--- src/rtl/mem_access_ctrl.sv ---
// -----------------------------------------------------------------------------
// mem_access_ctrl
//
// Sequences one memory access at a time for the control unit: loads the MAR,
// for writes loads the MDR from the bus, then raises the read or write strobe
// until memory acknowledges and finishes with a one-cycle done pulse.
//
// Optional feature: define MEM_ACCESS_TIMEOUT_EN to add an 8-bit wait counter.
// An access that sees no ack for WAIT_MAX strobe cycles is then abandoned
// through ERR with a one-cycle err pulse. Without the macro, READ and WRITE
// wait forever and err is tied low.
//
// Handshake: req is looked at only in IDLE. The access is accepted on the
// rising edge where state is IDLE and req=1, and we is captured on that edge.
// ack is looked at only in READ/WRITE. The strobe stays high until the edge
// where ack=1 is sampled.
//
// Ports
//   clk       in   system clock; all state changes on the rising edge
//   reset     in   synchronous, active-high reset
//   req       in   access request (sampled in IDLE only)
//   we        in   1 = write, 0 = read (captured with req)
//   ack       in   memory ready/acknowledge
//   mar_en    out  MAR load enable
//   mdr_en    out  MDR load enable
//   mdr_read  out  MDR input select: 1 = memory data, 0 = bus data
//   mem_rd    out  memory read strobe
//   mem_wr    out  memory write strobe
//   busy      out  high in every state except IDLE
//   done      out  one-cycle completion pulse
//   err       out  one-cycle timeout pulse
//   state_dbg out  current FSM state encoding (for observation only)
// -----------------------------------------------------------------------------
module mem_access_ctrl #(
   parameter int WAIT_MAX = 15   // legal range 1..255
) (
   input  logic       clk,
   input  logic       reset,
   input  logic       req,
   input  logic       we,
   input  logic       ack,
   output logic       mar_en,
   output logic       mdr_en,
   output logic       mdr_read,
   output logic       mem_rd,
   output logic       mem_wr,
   output logic       busy,
   output logic       done,
   output logic       err,
   output logic [2:0] state_dbg
);

   typedef enum logic [2:0] {
      S_IDLE  = 3'd0,
      S_ADDR  = 3'd1,
      S_LDMDR = 3'd2,
      S_WRITE = 3'd3,
      S_READ  = 3'd4,
      S_DONE  = 3'd5,
      S_ERR   = 3'd6
   } state_t;

   state_t state;
   state_t state_nxt;
   logic   wr_flag;       // we captured at acceptance
   logic   mdr_ld_q;      // registered MDR load for the LDMDR state
   logic   rd_ack;        // memory data arriving this cycle
   logic   wait_expired;  // no ack and the wait budget is used up

`ifdef MEM_ACCESS_TIMEOUT_EN
   logic [7:0] wait_cnt;
   logic       err_q;

   // WAIT_MAX strobe cycles without ack send the FSM to ERR. An ack in the
   // last allowed cycle still completes the access normally.
   assign wait_expired = (wait_cnt == 8'(WAIT_MAX - 1)) && !ack;
   assign err          = err_q;
`else
   assign wait_expired = 1'b0;
   assign err          = 1'b0;
`endif

   // Read data is taken in the same cycle ack arrives, so the MDR enable and
   // select in READ follow ack directly. Reset masks it so an aborted read
   // never loads the MDR on the following negedge.
   assign rd_ack   = (state == S_READ) && ack && !reset;
   assign mdr_en   = mdr_ld_q | rd_ack;
   assign mdr_read = rd_ack;

   assign state_dbg = state;

   always_comb begin
      state_nxt = state;
      case (state)
         S_IDLE:  if (req) state_nxt = S_ADDR;
         S_ADDR:  state_nxt = wr_flag ? S_LDMDR : S_READ;
         S_LDMDR: state_nxt = S_WRITE;
         S_WRITE: begin
            if (ack)               state_nxt = S_DONE;
            else if (wait_expired) state_nxt = S_ERR;
         end
         S_READ: begin
            if (ack)               state_nxt = S_DONE;
            else if (wait_expired) state_nxt = S_ERR;
         end
         S_DONE:  state_nxt = S_IDLE;
         S_ERR:   state_nxt = S_IDLE;
         default: state_nxt = S_IDLE;
      endcase
   end

   // Moore outputs are registered: each is decoded from the state being
   // entered, so it is valid for the whole cycle that state is occupied.
   always_ff @(posedge clk) begin
      if (reset) begin
         state    <= S_IDLE;
         wr_flag  <= 1'b0;
         mar_en   <= 1'b0;
         mdr_ld_q <= 1'b0;
         mem_rd   <= 1'b0;
         mem_wr   <= 1'b0;
         busy     <= 1'b0;
         done     <= 1'b0;
`ifdef MEM_ACCESS_TIMEOUT_EN
         err_q    <= 1'b0;
         wait_cnt <= 8'd0;
`endif
      end else begin
         state    <= state_nxt;
         if ((state == S_IDLE) && req) wr_flag <= we;
         mar_en   <= (state_nxt == S_ADDR);
         mdr_ld_q <= (state_nxt == S_LDMDR);
         mem_rd   <= (state_nxt == S_READ);
         mem_wr   <= (state_nxt == S_WRITE);
         busy     <= (state_nxt != S_IDLE);
         done     <= (state_nxt == S_DONE);
`ifdef MEM_ACCESS_TIMEOUT_EN
         err_q    <= (state_nxt == S_ERR);
         // Held at zero outside the wait states, so it starts from zero on
         // every entry to READ/WRITE.
         if ((state != S_READ) && (state != S_WRITE))
            wait_cnt <= 8'd0;
         else if (!ack)
            wait_cnt <= wait_cnt + 8'd1;
`endif
      end
   end

endmodule

--- config.mk ---
export PLATFORM = sky130hd
export DESIGN_NAME = mem_access_ctrl
export DESIGN_NICKNAME = d
export VERILOG_FILES = /design/src/rtl/mem_access_ctrl.sv
export SDC_FILE = /design/constraint.sdc
export NUM_CORES = 1
export LEC_CHECK = 0
export BUFFER_PORTS_ARGS = -buffer_cell sky130_fd_sc_hd__buf_4
export CAP_MARGIN = 20
export CORE_AREA = 2 2 39 41
export CTS_CLUSTER_SIZE = 14
export DETAILED_ROUTE_END_ITERATION = 7
export DIE_AREA = 0 0 41 43
export PLACE_DENSITY = 0.66
export SKIP_CTS_REPAIR_TIMING = 1
export SLEW_MARGIN = 20
export SYNTH_ARGS = -nofsm -noshare
export SYNTH_HDL_FRONTEND = slang
export SYNTH_SLANG_ARGS = --single-unit
--- constraint.sdc ---
create_clock -name clk -period 2.5 [get_ports clk]
set_clock_uncertainty 0.05 [all_clocks]
set_input_delay 0.25 -clock clk [delete_from_list [all_inputs] [get_ports clk]]
set_output_delay 0.25 -clock clk [all_outputs]
set_load 0.1 [all_outputs]
==> flow_summary.ini <==
[synthesis]
syn_area_um2 = 440
netlist.area_leader.share = 0.455
dominantRegCellSynth = dfxtp_1
syn_avg_cell_area_um2 = 9.37
yosysSeqAreaShare = 0.455
synth_area_leaders = dfxtp_1, nand2b_1, nor2_1
ys_types = 26
syn_nets = 52
netlist_instances = 47
yosys_warnings = 0
synth_edf_count = 0
synth_common_cells = dfxtp_1, nor2_1, nand2b_1
synth_most_common_cell = dfxtp_1
ys_ff_latch = 10
synth_area_leader_cell = dfxtp_1
async_flop_share = 0

[pwr]
ir_drop_v = 0.000294
power.density_nw_per_um2 = 791
p_sw_frac = 0.419
pwr-share-comb = 0.345
switchingPower_uw = 193
p_leak_uw = 0.000270
finalPower_uw = 461
pwr-share-seq = 0.404
p_int_uw = 268
p_clk_frac = 0.251

[placed_design]
place.gp.congestion = 0.730
port_buffers = 14
placedCellCount = 73

[critical_path]
start_kind = flop
crit_fanout = 12
crit_arrival_ps = 1520
crit_type = reg2out
critPathCaptureType = output port
worstPathRequired_ps = 2200

[run]
cap_viol_max_count = 0

[cells_and_area]
fin_cells = 77
drive_above_1_share = 0.393
utilization = 0.421
area_growth_pct = 32.4
antennaDiodeCount = 0
fin_nets = 67

[route]
vias_per_cell = 4.91
totalWireLength_um = 862
ant_nets = 0
drcViolationCount = 0
drtIter0Drc = 2
vias = 378
dr.pass1.iters = 3
wire_per_inst_um = 11.2

[floorplanning]
coreArea_um2 = 1380
die_area_um2 = 1760
die_x_um = 41
num_io_pins = 16
rows = 14
die_h_um = 43
start_util = 0.318

[timing]
fin_tns_setup_ps = 0
rsz0062_at_grt = false
hold_slack_ps = 163
min_period_ps = 1820
setup_viol_count_final = 0
finalMaxSlewViolations = 0
fmax_mhz = 549
hold_viol = 0
post-route-period-util = 0.729

[global_route]
track_usage = 0.143
grt.busiest_layer = met2
use_met1 = 0.176
overflow = 0
gr-usage-met3 = 0.0524
met2_usage = 0.181
grt_max_degree = 13
grt_pass1_vias = 375
antenna_found_initial = 0
grt_pass1_wl_mm = 1.63

[status]
outcome = finished clean

[clock_network]
clockBufferDepth = 2
clkTransAtPathRegs_ps = 70
numClockSinks = 10
cts_tree = built
htree_levels = 1
numCtsBuffers = 3
root_buffer = clkbuf_4
clk_latency_ps = 270

[min_path]
hp-class = in2reg
## flip-flops by register name, summed over array words and instances (netlist names)
name,count
busy,1
done,1
mar_en,1
mdr_ld_q,1
mem_rd,1
mem_wr,1
state_dbg,3
wr_flag,1
## worst paths after layout
path                     start      endpoint  slack (ps)  cells past startpoint
setup / recovery  state_dbg[1]        mdr_en         680                      4
hold / removal           reset  state_dbg[2]         160                      2
setup reg to reg  state_dbg[0]      mdr_ld_q        1100                      3
hold reg to reg        wr_flag       wr_flag         500                      2
## final cells by class
class                   count  area [um^2]
inverters                   3         11.3
clock inverters             1         3.75
fillers                   147          801
multi-input cells          30          211
well taps                  16         20.0
repair buffers             14          105
flip-flops and latches     10          209
clock buffers               3         22.5
## logic make-up after synthesis
kind of cell | after synthesis | share of synthesized area
xor gates and xnor gates | 1 | 0.0199
AOI/OAI and AO/OA | 7 | 0.131
muxes | 1 | 0.0227
buffers and inverters | 7 | 0.0966
DFF | 10 | 0.455
and+or+nand+nor | 20 | 0.267
other | 1 | 0.00851
## placed cells by master, fill, tap and decap left out, types with 2 or more instances in the layout
cell type	n
dfxtp_1	7
clkbuf_4	3
dfxtp_4	2
nand2b_1	4
nor2_1	6
buf_4	14
inv_1	3
## layer usage
layer	up-vias	routed length (um)
met2	13	373
met5	-	0
li1	188	-
met3	5	55
met4	0	38
met1	172	395
## power groups by stage
stage | combinational (uW) | clock, uW | sequential (uW)
2_1_floorplan | 61.8 | 0 | 261
3_3_place_gp | 159 | 0 | 189
3_5_place_dp | 160 | 0 | 190
4_1_cts | 160 | 119 | 186
5_1_grt | 168 | 131 | 189
6_report | 159 | 116 | 186
## stage by stage
stage,instance area [um^2],worst slack (ps)
3_3_place_gp,557,1000
2_1_floorplan,465,23.7
3_5_place_dp,557,961
5_1_grt,583,567
4_1_cts,583,666
6_report,583,678
## critical path, stage by stage (launching register included)
cell	delay, ps
dfxtp_4	380
nand3b_1	250
nor3_4	210
or2_4	130
buf_4	270
No activity file was read; power rests on OpenSTA's default activity.
